## src/rtl/serial_add_pkg.sv

```systemverilog
// Shared types and sizing helpers for the nibble-serial adder controller.
package serial_add_pkg;

  typedef enum logic [1:0] {
    IDLE = 2'd0,
    RUN  = 2'd1,
    DONE = 2'd2
  } state_t;

  localparam int NIBBLE_W = 4;

  function automatic int nib_count(input int width);
    return width / NIBBLE_W;
  endfunction

  // At least one bit so the index register never collapses to zero width.
  function automatic int idx_width(input int nib);
    return (nib > 1) ? $clog2(nib) : 1;
  endfunction

endpackage

```

## src/rtl/cla_4bit.sv

```systemverilog
// 4-bit carry-lookahead slice; the one shared adder used by the serial controller.
module cla_4bit (
  input  logic [3:0] A,
  input  logic [3:0] B,
  input  logic       Cin,
  output logic [3:0] Sum,
  output logic       Cout
);

  logic [3:0] p;
  logic [3:0] g;
  logic [4:0] c;

  assign p = A ^ B;
  assign g = A & B;

  assign c[0] = Cin;
  assign c[1] = g[0] | (p[0] & Cin);
  assign c[2] = g[1] | (p[1] & g[0]) | (p[1] & p[0] & Cin);
  assign c[3] = g[2] | (p[2] & g[1]) | (p[2] & p[1] & g[0]) | (p[2] & p[1] & p[0] & Cin);
  assign c[4] = g[3] | (p[3] & g[2]) | (p[3] & p[2] & g[1]) | (p[3] & p[2] & p[1] & g[0])
              | (p[3] & p[2] & p[1] & p[0] & Cin);

  assign Sum  = p ^ c[3:0];
  assign Cout = c[4];

endmodule

```

## src/rtl/serial_add_ctrl.sv

```systemverilog
// Nibble-serial WIDTH-bit adder: one 4-bit slice reused over WIDTH/4 cycles,
// inter-nibble carry held in a register, result registered with a done strobe.
module serial_add_ctrl
  import serial_add_pkg::*;
#(
  parameter int WIDTH = 16
) (
  input  logic             clk,
  input  logic             rst,
  input  logic             start,
  input  logic [WIDTH-1:0] a,
  input  logic [WIDTH-1:0] b,
  input  logic             cin,
  output logic             busy,
  output logic             done,
  output logic [WIDTH-1:0] sum,
  output logic             cout,
  output logic             ovf
);

  localparam int NIB   = nib_count(WIDTH);
  localparam int IDX_W = idx_width(NIB);
  localparam logic [IDX_W-1:0] LAST_IDX = IDX_W'(NIB - 1);

  state_t           state_q, state_d;
  logic [WIDTH-1:0] a_sh_q, a_sh_d;
  logic [WIDTH-1:0] b_sh_q, b_sh_d;
  logic [WIDTH-1:0] s_sh_q, s_sh_d;
  logic             carry_q, carry_d;
  logic [IDX_W-1:0] idx_q, idx_d;
  logic             a_msb_q, a_msb_d;
  logic             b_msb_q, b_msb_d;
  logic [WIDTH-1:0] sum_q, sum_d;
  logic             cout_q, cout_d;
  logic             ovf_q, ovf_d;

  logic [NIBBLE_W-1:0] nib_sum;
  logic                nib_cout;
  logic [WIDTH-1:0]    s_next;

  cla_4bit u_slice (
    .A    (a_sh_q[NIBBLE_W-1:0]),
    .B    (b_sh_q[NIBBLE_W-1:0]),
    .Cin  (carry_q),
    .Sum  (nib_sum),
    .Cout (nib_cout)
  );

  // Each new nibble enters at the top, so after NIB steps the LSB nibble sits at [3:0].
  assign s_next = {nib_sum, s_sh_q[WIDTH-1:NIBBLE_W]};

  always_comb begin
    state_d = state_q;
    a_sh_d  = a_sh_q;
    b_sh_d  = b_sh_q;
    s_sh_d  = s_sh_q;
    carry_d = carry_q;
    idx_d   = idx_q;
    a_msb_d = a_msb_q;
    b_msb_d = b_msb_q;
    sum_d   = sum_q;
    cout_d  = cout_q;
    ovf_d   = ovf_q;

    case (state_q)
      IDLE, DONE: begin
        state_d = IDLE;
        if (start) begin
          state_d = RUN;
          a_sh_d  = a;
          b_sh_d  = b;
          s_sh_d  = '0;
          carry_d = cin;
          idx_d   = '0;
          a_msb_d = a[WIDTH-1];
          b_msb_d = b[WIDTH-1];
        end
      end
      RUN: begin
        a_sh_d  = {{NIBBLE_W{1'b0}}, a_sh_q[WIDTH-1:NIBBLE_W]};
        b_sh_d  = {{NIBBLE_W{1'b0}}, b_sh_q[WIDTH-1:NIBBLE_W]};
        s_sh_d  = s_next;
        carry_d = nib_cout;
        if (idx_q == LAST_IDX) begin
          state_d = DONE;
          sum_d   = s_next;
          cout_d  = nib_cout;
          ovf_d   = (a_msb_q == b_msb_q) && (s_next[WIDTH-1] != a_msb_q);
        end else begin
          idx_d = idx_q + IDX_W'(1);
        end
      end
      default: state_d = IDLE;
    endcase
  end

  always_ff @(posedge clk) begin
    if (rst) begin
      state_q <= IDLE;
      a_sh_q  <= '0;
      b_sh_q  <= '0;
      s_sh_q  <= '0;
      carry_q <= 1'b0;
      idx_q   <= '0;
      a_msb_q <= 1'b0;
      b_msb_q <= 1'b0;
      sum_q   <= '0;
      cout_q  <= 1'b0;
      ovf_q   <= 1'b0;
    end else begin
      state_q <= state_d;
      a_sh_q  <= a_sh_d;
      b_sh_q  <= b_sh_d;
      s_sh_q  <= s_sh_d;
      carry_q <= carry_d;
      idx_q   <= idx_d;
      a_msb_q <= a_msb_d;
      b_msb_q <= b_msb_d;
      sum_q   <= sum_d;
      cout_q  <= cout_d;
      ovf_q   <= ovf_d;
    end
  end

  assign busy = (state_q == RUN);
  assign done = (state_q == DONE);
  assign sum  = sum_q;
  assign cout = cout_q;
  assign ovf  = ovf_q;

endmodule

```

## config.mk

```make
export PLATFORM = sky130hd
export DESIGN_NAME = serial_add_ctrl
export DESIGN_NICKNAME = d
export VERILOG_FILES = /design/src/rtl/serial_add_pkg.sv /design/src/rtl/cla_4bit.sv /design/src/rtl/serial_add_ctrl.sv
export SDC_FILE = /design/constraint.sdc
export NUM_CORES = 1
export LEC_CHECK = 0
export CAP_MARGIN = 20
export CORE_UTILIZATION = 51
export CTS_CLUSTER_SIZE = 16
export DETAILED_ROUTE_END_ITERATION = 6
export GPL_TIMING_DRIVEN = 1
export PLACE_DENSITY = 0.82
export SKIP_LAST_GASP = 1
export SLEW_MARGIN = 20
export SYNTH_ARGS = -nofsm -noshare
export SYNTH_HDL_FRONTEND = slang
export SYNTH_SLANG_ARGS = --single-unit
```

## constraint.sdc

```tcl
create_clock -name clk -period 2 [get_ports clk]
set_input_delay 0.3 -clock clk [delete_from_list [all_inputs] [get_ports clk]]
set_output_delay 0.3 -clock clk [all_outputs]
set_load 0.01 [all_outputs]
```

Word level (Yosys, flattened, before mapping)
Index checks and enable logic that the tools add are counted.
{"block": "word_totals", "inputBits": 36, "regBits": 73, "out_inout_bits": 20, "elab_cells": 71}
{"block": "classes", "bitwise_logic": 29, "n_eq_ne": 8, "addsub": 1, "muxes": 14, "n_reduce_logical": 8}
{"operator": "case mux 16 bit (2 select lines)", "n": 3}
{"operator": "2-to-1 mux 16 bit", "n": 3}
{"operator": "bitwise AND 1 bit", "n": 16}
{"operator": "OR 1 bit", "n": 10}
{"operator": "case mux 2 bit (2 select lines)", "n": 2}
{"operator": "XOR 4 bit", "n": 2}
{"operator": "2-to-1 mux 2 bit", "n": 3}
{"operator": "AND reduction 2 bit", "n": 3}
{"operator": "bitwise AND 4 bit", "n": 1}
{"operator": "== test 2 bit (second input constant)", "n": 2}
{"operator": "inequality test 2 bit (second input constant)", "n": 2}
{"operator": "AND reduction 3 bit", "n": 1}
{"operator": "adder 2 x 1 -> 2 bit (second input constant)", "n": 1}
{"operator": "== test 2 x 1 -> 1 bit (second input constant)", "n": 1}
{"operator": "zero test 2 bit", "n": 1}
{"operator": "2-to-1 mux 1 bit", "n": 2}
{"operator": "inequality test 2 x 1 -> 1 bit (second input constant)", "n": 1}
{"operator": "case mux 1 bit (2 select lines)", "n": 1}
{"operator": "nonzero test 2 bit", "n": 1}
{"operator": "OR reduction 2 bit", "n": 1}
{"operator": "== test 1 bit", "n": 1}
{"operator": "logical AND 1 bit", "n": 1}
{"operator": "inequality test 1 bit", "n": 1}

Depth between registers and ports, before layout
{"block": "logic_depth", "depth_word": 8, "depth_mapped": 7, "mapped_depth_nobuf": 5}

Hierarchy
A second synthesis with hierarchy kept.
{"block": "hier_totals", "hier_cells": 352, "hier_area_um2": 2857.7}
{"mod": "serial_add_ctrl", "n_inst": 1, "cells_per_inst": 335, "area_each_um2": 2710.1}
{"mod": "cla_4bit", "n_inst": 1, "cells_per_inst": 17, "area_each_um2": 147.6}

Worst setup path after synthesis
Ideal clock, no wire load.
{"block": "synth_path", "path_kind": "register to register", "startpoint": "reg a_sh_q[1]", "endpoint": "reg ovf_q, in the netlist ovf", "arrival_ns": 1.403, "slack_ns": 0.494, "synth_period_minus_slack_ns": 1.506, "n_path_buf": 0, "required_ns": 1.897, "setup_time_ns": 0.103, "path_stages_with_launch": 6, "path_cell_list": "dfxtp_1 ha_1 a41oi_1 o21ai_2 xnor2_1 a2111oi_2"}
{"block": "synth_via", "elab_chain_cells": 8}
{"item": "start: declaration", "line": "serial_add_ctrl.sv:26", "source": "logic [WIDTH-1:0] a_sh_q, a_sh_d;"}
{"item": "start signal: assignment", "line": "serial_add_ctrl.sv:112", "source": "a_sh_q <= a_sh_d;"}
{"item": "bitwise AND 4 bit / XOR 4 bit (equally long branches)", "line": "cla_4bit.sv:15, cla_4bit.sv:14"}
{"item": "bitwise AND 1 bit", "line": "cla_4bit.sv:20", "source": "assign c[3] = g[2] | (p[2] & g[1]) | (p[2] & p[1] & g[0]) | (p[2] & p[1] & p[0] & Cin);"}
{"item": "OR 1 bit / bitwise AND 1 bit (equally long branches) (2 in series)", "line": "cla_4bit.sv:20"}
{"item": "OR 1 bit *", "line": "cla_4bit.sv:20"}
{"item": "XOR 4 bit *", "line": "cla_4bit.sv:24", "source": "assign Sum = p ^ c[3:0];"}
{"item": "inequality test 1 bit *", "line": "serial_add_ctrl.sv:88", "source": "ovf_d = (a_msb_q == b_msb_q) && (s_next[WIDTH-1] != a_msb_q);"}
{"item": "logical AND 1 bit *", "line": "serial_add_ctrl.sv:88"}
{"item": "end signal: assignment", "line": "serial_add_ctrl.sv:121", "source": "ovf_q <= ovf_d;"}
{"item": "end: declaration", "line": "serial_add_ctrl.sv:35", "source": "logic ovf_q, ovf_d;"}
Mark *: on every way between the ends. The rest lies on a longest branch, timed or not.
A chain may end at the register's enable or synchronous reset.

Final worst setup path
{"block": "layout_path", "startpoint": "reg state_q[1]", "endpoint": "out busy"}
{"block": "layout_via", "elab_chain_cells": 1}
{"item": "start: declaration", "line": "serial_add_ctrl.sv:25", "source": "state_t state_q, state_d;"}
{"item": "start signal: assignment", "line": "serial_add_ctrl.sv:111", "source": "state_q <= state_d;"}
{"item": "== test 2 x 1 -> 1 bit", "line": "serial_add_ctrl.sv:125", "source": "assign busy = (state_q == RUN);"}
{"item": "end: declaration", "line": "serial_add_ctrl.sv:14", "source": "output logic busy,"}
No other way between the ends.

==> out/results.ini <==
[place]
gp_congestion = 0.776
port-buffer-count = 55
pre_cts_ws_ps = 281
dp_hpwl_um = 4210

[synthesis]
synth_xor_area_share_pct = 0.920
syn_nets = 374
synth-async-reset-ratio_pct = 0
synth_edf_count = 0
netlist_top_cells_count = 83 x nand2_1, 69 x dfxtp_1, 48 x nor2_1, 24 x a21oi_1, 24 x a311oi_1
synth-seq-cells = 69
ys_types = 35
yosysTopAreaCell = dfxtp_1
synth_top_family_by_area = simple AND/OR/NAND/NOR gates
syn_area_um2 = 2860
synth_compound_area_share_pct = 18.8
synth_fa_ha_area_share_pct = 2.89
yosys_most_used_dff = dfxtp_1
synth.area.top_cells = dfxtp_1 48%, nand2_1 11%, a311oi_1 7.4%
syn_avg_cell_area_um2 = 8.60
ys_warn_count = 0
yosys.area_share.simple_pct = 21.8
syn_inst = 332
seq_area_frac_synth_pct = 48.4
synth.area.mux_share_pct = 0.701
yosysMostFrequentCell = nand2_1
synth_top_area_share_pct = 48.4

[critical_path]
cp_cell_sequence = nand2b_2, inv_6, clkdlybuf4s50_1
worst_path_dominant_cell_family = buffers and inverters
r2r_cells = 5
critPathSlowestCell = clkdlybuf4s50_1
crit_path_max_fanout = 13
r2r_slack_ps = 340
cp-end-kind = output port
crit-reg2reg-capture = ovf$_SDFFE_PP0P_
crit_arrival_ps = 1610
r2r-start = a_sh_q[0]$_SDFFE_PP0P_
crit_required_ps = 1700
worstSetupPathType = reg -> out
max_stage_delay_ps = 550
cp-start-kind = register
cp_num_buf_inv = 2

[finish]
final_util_pct = 69.6
antenna_cells = 0
finalNetCount = 422
area_delta_synth_final_pct = 27.7
drive_gt1_share_pct = 8.57
fillers = 448

[clocking]
cts-resized-gates = 0
clock-sinks = 69
cts-root-buf = clkbuf_8
path_clk_slew_ps = 70
post_cts_buffers = 0
clock_latency_ps = 350
htreeDepth = 3
cts_buffers = 9
ctsHoldBuffers = 0
cts_tree = yes
cts.path.max_buffers = 2

[global_route]
antenna_found_initial = 0
use_met2_pct = 39.8
grt_pass1_vias = 2374
grt_usage_pct = 23.2
overflow = 0
grt-busiest-layer = met2
gr-usage-met1_pct = 26.9
grt_start_max_net_pins = 51
grt_use_met3_pct = 4.52
grt_first_pass_wirelength_um = 10700

[drt]
via_per_inst = 5.40
dr.first_iter.drc_count = 141
via_count = 2458
dr.pass1.iters = 4
drt_wl_total_um = 6100
drc = 0
route.antenna.remaining_nets = 0
wl_per_cell_um = 13.4

[sta]
setup_tns_ps = 0
fin_ws_ps = 90.1
fin_crit_sh_pct = 95.5
fmax_mhz = 524
relSlewSlack_pct = 68.7
rsz0062_at_grt = no
slew_violations = 0
finalCriticalPeriod_ps = 1910
whs_ps = 368
setup_viol = 0
hold_violations = 0
worst_pin_slew_ps = 469
skew_ps = 6.25

[floorplan]
rows = 26
core_um2 = 5240
die_x_um = 76.8
io-pin-count = 56
die_area_um2 = 5900
chipHeight_um = 76.8
start_util_pct = 54.5

[run]
maxCapViolations = 0

[power_and_ir_drop]
sw_frac_of_total_pct = 23.8
p_seq_share_pct = 46.4
power_leakage_nw = 1.36
peakVddDrop_mv = 0.513
p_comb_share_pct = 12.0
switchingPower_w = 0.000769
clockPowerShare_pct = 41.6
p_per_area_nw_per_um2 = 886
power.internal_w = 0.00246

[worst_hold_path]
hold_path_class = in -> reg
min_from = rst
whs_path_depth = 2
hold_end = s_sh_q[8]$_SDFFE_PP0P_

[status]
run_status = finished clean

how the worst max path moves through the flow:
stage	start	endpoint	slack, ps	cells past startpoint
2_1_floorplan	a_sh_q[1]$_SDFFE_PP0P_	ovf$_SDFFE_PP0P_	490	5
3_3_place_gp	start	idx_q[0]$_SDFFE_PP0P_	320	6
3_5_place_dp	start	b_sh_q[6]$_SDFFE_PP0P_	280	5
4_1_cts	state_q[0]$_SDFFE_PP0P_	busy	7	3
5_1_grt	state_q[1]$_SDFFE_PP0P_	busy	20	3
6_report	state_q[1]$_SDFFE_PP0P_	busy	90	3
per-stage QoR:
stage / instance area [um2] / power (W) / std cells
after floorplan: 2860 / 0.00179 / 332
after global placement: 3400 / 0.00190 / 439
after detailed placement: 3400 / 0.00191 / 439
after CTS: 3640 / 0.00323 / 455
after global routing: 3650 / 0.00337 / 455
final: 3650 / 0.00323 / 455
power groups by stage:
stage | clock (W) | sequential, W | combinational (W)
floorplan | 0 | 0.00151 | 0.000273
global placement | 0 | 0.00153 | 0.000376
detailed placement | 0 | 0.00153 | 0.000387
CTS | 0.00135 | 0.00150 | 0.000391
global route | 0.00142 | 0.00151 | 0.000435
finish | 0.00134 | 0.00150 | 0.000389
layout make-up:
class                      count  area [um2]  area share (%)
sequential                    69        1380            37.9
clock inverter                 3        65.1            1.78
timing repair buffer          64         626            17.2
inverter                       2        12.5           0.343
tap                           70        87.6            2.40
multi-input combinational    234        1290            35.5
clock buffer                  13         179            4.91
cell usage in the layout, fill, tap and decap left out, drive strengths merged:
cell           Yosys  layout
buf               18      10
nor3b              1       1
a31oi              1       1
a22oi             16      16
o21ai              2       2
o22ai              2       2
inv                2       2
nand2b             3       3
o31ai              2       2
mux2i              2       2
a311oi            24      24
nand3b             7       7
nor2              49      49
xnor2              2       2
clkdlybuf4s50      0      54
and3b              1       1
clkinv             0       1
a41oi              1       1
a211oi             1       1
or3                1       1
ha                 5       5
bufinv             0       2
nand2             83      83
nor3               1       1
fa                 1       1
a2111oi            1       1
a21o               1       1
dfxtp             69      69
nor2b              2       2
xor2               1       1
a21oi             24      24
clkbuf             9      13
layer usage:
layer	wire [um]	vias to the layer above
li1	-	1241
met1	2640	1139
met2	3040	62
met3	257	16
met4	161	0
met5	0	-
kinds of logic after synthesis:
| family | Yosys count |
|---|---|
| AND/OR/NAND/NOR | 148 |
| XOR/XNOR | 3 |
| buffers and inverters | 29 |
| adder cells (fa/ha/maj) | 6 |
| multiplexers | 2 |
| AO/OA/AOI/OAI | 75 |
| flip-flops | 69 |
flip-flops by register name (all words and copies together) (netlist names):
register  count
a_sh_q       16
carry_q       1
ovf           1
sum          16
s_sh_q       12
idx_q         2
state_q       2
b_msb_q       1
b_sh_q       16
a_msb_q       1
cout          1
No activity file was read; power rests on OpenSTA's default activity.
